`src/rtl/softmax_seq_ctrl.sv`:
```
// Sequential softmax: one shared exponent unit and one shared divider, scheduled
// over 10 EXP cycles and 10 DIV cycles, with a running argmax over the results.

module hw_exp #(
  parameter int BUS_WIDTH             = 32,
  parameter int NUM_DECIMAL_IN_BINARY = 6
) (
  input  logic signed [BUS_WIDTH-1:0] x,
  output logic signed [25:0]          y
);
  localparam int F  = NUM_DECIMAL_IN_BINARY;
  localparam int PW = BUS_WIDTH + 8;
  // e^x = 2^(x*log2e): log2e ~ 1477/1024 rounded into QF, 2^frac ~ 1+frac
  localparam int LOG2E_Q = (1477 * (1 << F) + 512) / 1024;
  localparam int NMAX    = 24 - F;

  localparam logic signed [PW-1:0] K      = PW'(LOG2E_Q);
  localparam logic signed [PW-1:0] NMAX_W = PW'(NMAX);
  localparam logic signed [PW-1:0] NMIN_W = -PW'(F);

  logic signed [PW-1:0] x_ext, t, n;
  logic [F:0]           mant;
  logic [4:0]           rsh;

  always_comb begin
    x_ext = PW'(x);
    t     = (x_ext * K) >>> F;
    n     = t >>> F;
    mant  = {1'b1, t[F-1:0]};
    rsh   = -n[4:0];
    if (n > NMAX_W)       y = 26'h1FF_FFFF;
    else if (!n[PW-1])    y = {{(25-F){1'b0}}, mant} << n[4:0];
    else if (n >= NMIN_W) y = {{(25-F){1'b0}}, mant} >> rsh;
    else                  y = '0;
  end
endmodule

module fixed_point_div #(
  parameter int NUM_DECIMAL_IN_BINARY = 6
) (
  input  logic signed [25:0] a,
  input  logic signed [25:0] b,
  output logic signed [9:0]  q
);
  localparam int F  = NUM_DECIMAL_IN_BINARY;
  localparam int DW = 27 + F;

  logic signed [DW-1:0] num, dv;

  // b==0 is masked by the caller; the substitute divisor only avoids a divide-by-zero
  always_comb begin
    num = {a[25], a, {F{1'b0}}};
    dv  = (b == '0) ? DW'(1) : {{(F+1){b[25]}}, b};
    q   = 10'(num / dv);
  end
endmodule

module softmax_seq_ctrl #(
  parameter int BUS_WIDTH             = 32,
  parameter int NUM_DECIMAL_IN_BINARY = 6
) (
  input  logic                            clk,
  input  logic                            rst_n,
  input  logic                            start,
  input  logic [9:0][BUS_WIDTH-1:0]       dense_sum2,
  output logic                            busy,
  output logic                            done,
  output logic [9:0][9:0]                 dense_softmax,
  output logic [3:0]                      pred_class
);
  typedef enum logic [1:0] {IDLE, EXP, DIV} state_t;

  state_t                    state_q, state_d;
  logic [3:0]                idx_q, idx_d;
  logic [9:0][BUS_WIDTH-1:0] x_buf_q, x_buf_d;
  logic [9:0][25:0]          e_buf_q, e_buf_d;
  logic signed [25:0]        den_q, den_d;
  logic signed [9:0]         best_val_q, best_val_d;
  logic                      busy_q, busy_d, done_q, done_d;
  logic [9:0][9:0]           softmax_q, softmax_d;
  logic [3:0]                pred_q, pred_d;

  logic signed [BUS_WIDTH-1:0] exp_x;
  logic signed [25:0]          exp_y, div_a;
  logic signed [9:0]           div_q, prob;

  hw_exp #(
    .BUS_WIDTH(BUS_WIDTH),
    .NUM_DECIMAL_IN_BINARY(NUM_DECIMAL_IN_BINARY)
  ) u_exp (
    .x(exp_x),
    .y(exp_y)
  );

  fixed_point_div #(
    .NUM_DECIMAL_IN_BINARY(NUM_DECIMAL_IN_BINARY)
  ) u_div (
    .a(div_a),
    .b(den_q),
    .q(div_q)
  );

  always_comb begin
    exp_x      = x_buf_q[idx_q];
    div_a      = e_buf_q[idx_q];
    prob       = (den_q == '0) ? '0 : div_q;
    state_d    = state_q;
    idx_d      = idx_q;
    x_buf_d    = x_buf_q;
    e_buf_d    = e_buf_q;
    den_d      = den_q;
    best_val_d = best_val_q;
    busy_d     = busy_q;
    done_d     = 1'b0;
    softmax_d  = softmax_q;
    pred_d     = pred_q;
    case (state_q)
      IDLE: begin
        if (start) begin
          x_buf_d    = dense_sum2;
          den_d      = '0;
          idx_d      = '0;
          best_val_d = '0;
          busy_d     = 1'b1;
          state_d    = EXP;
        end
      end
      EXP: begin
        e_buf_d[idx_q] = exp_y;
        den_d          = den_q + exp_y;
        if (idx_q == 4'd9) begin
          idx_d   = '0;
          state_d = DIV;
        end else begin
          idx_d = idx_q + 4'd1;
        end
      end
      DIV: begin
        softmax_d[idx_q] = prob;
        // strict compare keeps the lowest index on ties
        if (idx_q == 4'd0 || prob > best_val_q) begin
          best_val_d = prob;
          pred_d     = idx_q;
        end
        if (idx_q == 4'd9) begin
          idx_d   = '0;
          busy_d  = 1'b0;
          done_d  = 1'b1;
          state_d = IDLE;
        end else begin
          idx_d = idx_q + 4'd1;
        end
      end
      default: state_d = IDLE;
    endcase
  end

  always_ff @(posedge clk or negedge rst_n) begin
    if (!rst_n) begin
      state_q    <= IDLE;
      idx_q      <= '0;
      x_buf_q    <= '0;
      e_buf_q    <= '0;
      den_q      <= '0;
      best_val_q <= '0;
      busy_q     <= 1'b0;
      done_q     <= 1'b0;
      softmax_q  <= '0;
      pred_q     <= '0;
    end else begin
      state_q    <= state_d;
      idx_q      <= idx_d;
      x_buf_q    <= x_buf_d;
      e_buf_q    <= e_buf_d;
      den_q      <= den_d;
      best_val_q <= best_val_d;
      busy_q     <= busy_d;
      done_q     <= done_d;
      softmax_q  <= softmax_d;
      pred_q     <= pred_d;
    end
  end

  assign busy          = busy_q;
  assign done          = done_q;
  assign dense_softmax = softmax_q;
  assign pred_class    = pred_q;
endmodule

```
`config.mk`:
```
export PLATFORM = sky130hd
export DESIGN_NAME = softmax_seq_ctrl
export DESIGN_NICKNAME = d
export VERILOG_FILES = /design/src/rtl/softmax_seq_ctrl.sv
export SDC_FILE = /design/constraint.sdc
export NUM_CORES = 2
export LEC_CHECK = 0
export CORE_MARGIN = 2
export CORE_UTILIZATION = 55
export CTS_BUF_LIST = sky130_fd_sc_hd__clkbuf_16
export CTS_CLUSTER_DIAMETER = 200
export DETAILED_ROUTE_END_ITERATION = 8
export PLACE_DENSITY = 0.75
export SLEW_MARGIN = 15
export SYNTH_ARGS = -nofsm -noshare
export SYNTH_HDL_FRONTEND = slang
export SYNTH_HIERARCHICAL = 1
export SYNTH_SLANG_ARGS = --single-unit
export TNS_END_PERCENT = 50
```
`constraint.sdc`:
```
create_clock -name clk -period 106.7 [get_ports clk]
set_input_delay 21.34 -clock clk [delete_from_list [all_inputs] [get_ports clk]]
set_output_delay 21.34 -clock clk [all_outputs]
set_load 0.05 [all_outputs]
```
==> flow_summary.ini <==
[clock_tree]
ctsHoldBuffers = 0
insertion_delay_ns = 0.65
clk_pin_slew_worst_paths_ns = 0.07
cts.htree.levels = 3
root_buffer = clkbuf_16
cts_buffers = 66
clockBufferDepth = 3
tritoncts = yes
cts_sinks = 728
post_cts_buffers = 0
cts_resized = 0

[sta]
worst_pin_slew_ns = 1.22
final.period_utilization_pct = 93.1
rsz0062_at_grt = no
final-hold-violation-count = 0
slew_violations = 0
finalCriticalPeriod_ns = 99.31
tns_ns = 0
skew_ns = 0.0260
finalSetupViolCount = 0
max_freq_mhz = 10.1
slew_headroom_pct = 17.8

[global_routing]
grt_use_total_pct = 39.8
antenna_found_initial = 17
grt_pass1_wl_um = 416000
grt_pass1_vias = 68700
grt_max_degree = 111
grt_overflow = 0

[cells_and_area]
layout_common_cells = 1,640 x nand2_1, 725 x dfrtp_1, 667 x ha_1
design_area_um2 = 81000
area_growth_pct = 11.7
layout-drive-gt1-share_pct = 10.6
fillCellCount = 11700
layout.nets = 10100
final_common_cell = nand2_1

[worst_setup_path]
critPathCapture = best_val_q[4]
endpoint_kind = flop
worst_setup_path_start_kind = flop
critical_path.startpoint = idx_q[0]
worstSetupPathType = flop to flop
cp_slowest_cell = a311oi_1
cp_slowest_stage_delay_ns = 0.97
path_max_fanout = 44
reg2reg_depth = 338
r2r_end = best_val_q[4]
reg2reg_from = idx_q[0]
path_common_cell = a21oi_1
worstPathArrival_ns = 99.81
crit_required_ns = 107.21
regToRegSetupSlack_ns = 7.39

[logic_synthesis]
synth_compound_area_share_pct = 20.7
synth_fa_ha_area_share_pct = 13.2
synth_area_leaders = dfrtp_1 25%, ha_1 12%, nand2_1 8.5%
synthCells = 8782
ys_warn_count = 6
yosys.area_share.simple_pct = 20.3
yosys.area.top_type_share_pct = 25.1
synthArstFlopShare_pct = 100
synth_cell_types = 123
syn_area_per_cell_um2 = 8.25
ys_seq_area_share_pct = 25.1
synth_ff_type = dfrtp_1
synth_top_family_by_area = compound AO/OA/AOI/OAI gates
synth_xor_area_share_pct = 5.67
netlist_area_um2 = 72500
yosysTopAreaCell = dfrtp_1
synth_edf_count = 0
synth-seq-cells = 728
synth_mux_area_share_pct = 10.9

[route]
routed_wl_um = 275000
drc_errors = 0
antenna_left = 0
drtIter0Drc = 7075
routed_via_density = 6.50
dr.pass1.iters = 8
num_vias = 70600
wl_per_cell_um = 25.3

[placed_design]
io_buffers = 428
gp_congestion = 1.08
place_area_um2 = 78800
dp_hpwl_um = 210000

[floorplanning]
die-width_um = 367
dieArea_um2 = 135000
start_util_pct = 55.3
fp-row-count = 133
core-area_um2 = 131000
die_h_um = 367
io_pins = 429

[worst_hold_path]
min_from = x_buf_q[197]
hold_class = flop to flop

[flow_run]
cap_violations = 0

[status]
run_status = finished, final reports clean
-- registers in the layout, indices dropped and copies added, names as in the netlist --
name / flops
best_val_q: 10
busy: 1
den_q: 26
dense_softmax: 100
done: 1
e_buf_q: 260
idx_q: 4
pred_class: 4
state_q: 2
x_buf_q: 320
-- final cells by class --
| cell class | instances | area (µm²) | share of cell area (%) |
|---|---|---|---|
| Multi-Input combinational cell | 7335 | 51700 | 63.9 |
| Sequential cell | 728 | 18200 | 22.5 |
| Timing Repair Buffer | 561 | 5290 | 6.53 |
| Tap cell | 1755 | 2200 | 2.71 |
| Clock buffer | 67 | 1680 | 2.07 |
| Inverter | 364 | 1370 | 1.69 |
| Clock inverter | 50 | 465 | 0.575 |
| Antenna cell | 10 | 25.0 | 0.0309 |
-- worst max-delay path: cells and delay by family (launching register included) --
kind	cells	cell delay [ns]
simple gates	104	28.37
mux	8	3.29
fa+ha+maj	33	10.88
xor+xnor	1	0.66
compound gates	170	50.25
flops	1	0.72
buf+inv	22	4.69
-- worst min-delay path by stage --
stage	endpoint	slack (ns)	cells after the start
CTS	x_buf_q[87]	0.47	2
global route	x_buf_q[270]	0.49	2
floorplan	x_buf_q[192]	0.44	2
detailed placement	x_buf_q[87]	0.46	2
finish	x_buf_q[197]	0.47	2
global placement	x_buf_q[23]	0.45	2
-- routing by layer --
layer	share of wire [%]	GRT usage (%)	up-vias	wire, µm
met5	0.032	0	-	87
met4	6.7	22.7	12	18600
met3	8.2	5.95	838	22500
met2	46	65.2	3457	126000
met1	39	50.1	34000	108000
li1	-	-	32400	-
-- through the flow --
step / worst slack, ns / hold slack (ns) / cells / util, %
after floorplan: 27.05 / 0.440 / 8809 / -
after global placement: 11.49 / 0.453 / 10700 / 60.1
after detailed placement: 10.19 / 0.457 / 10700 / 60.1
after CTS: 9.78 / 0.474 / 10900 / 61.7
after global routing: 1.20 / 0.494 / 10900 / 61.7
final: 7.39 / 0.472 / 10900 / 61.7
-- cell usage after synthesis (all sizes together), types with 159 or more instances --
cell type and n:
dfrtp 728, clkbuf 254, mux2 373, nor3 168, o21ai 513, nand2 1647, xor2 159, xnor2 305
nor2 612, ha 667, a21o 208, a21oi 536, inv 364
-- cell families (layout without fill, tap and decap cells) --
| kind of cell | count (synthesis) | count (layout) |
|---|---|---|
| AO/OA/AOI/OAI | 2258 | 2258 |
| XOR/XNOR | 464 | 464 |
| adder cells (fa/ha/maj) | 729 | 729 |
| buffers and inverters | 746 | 1042 |
| flip-flops | 728 | 728 |
| multiplexers | 600 | 600 |
| other | 2 | 39 |
| AND/OR/NAND/NOR | 3255 | 3255 |
Power is not shown: default switching activity piles up to over one toggle a cycle in this logic, so the estimate is an artifact.
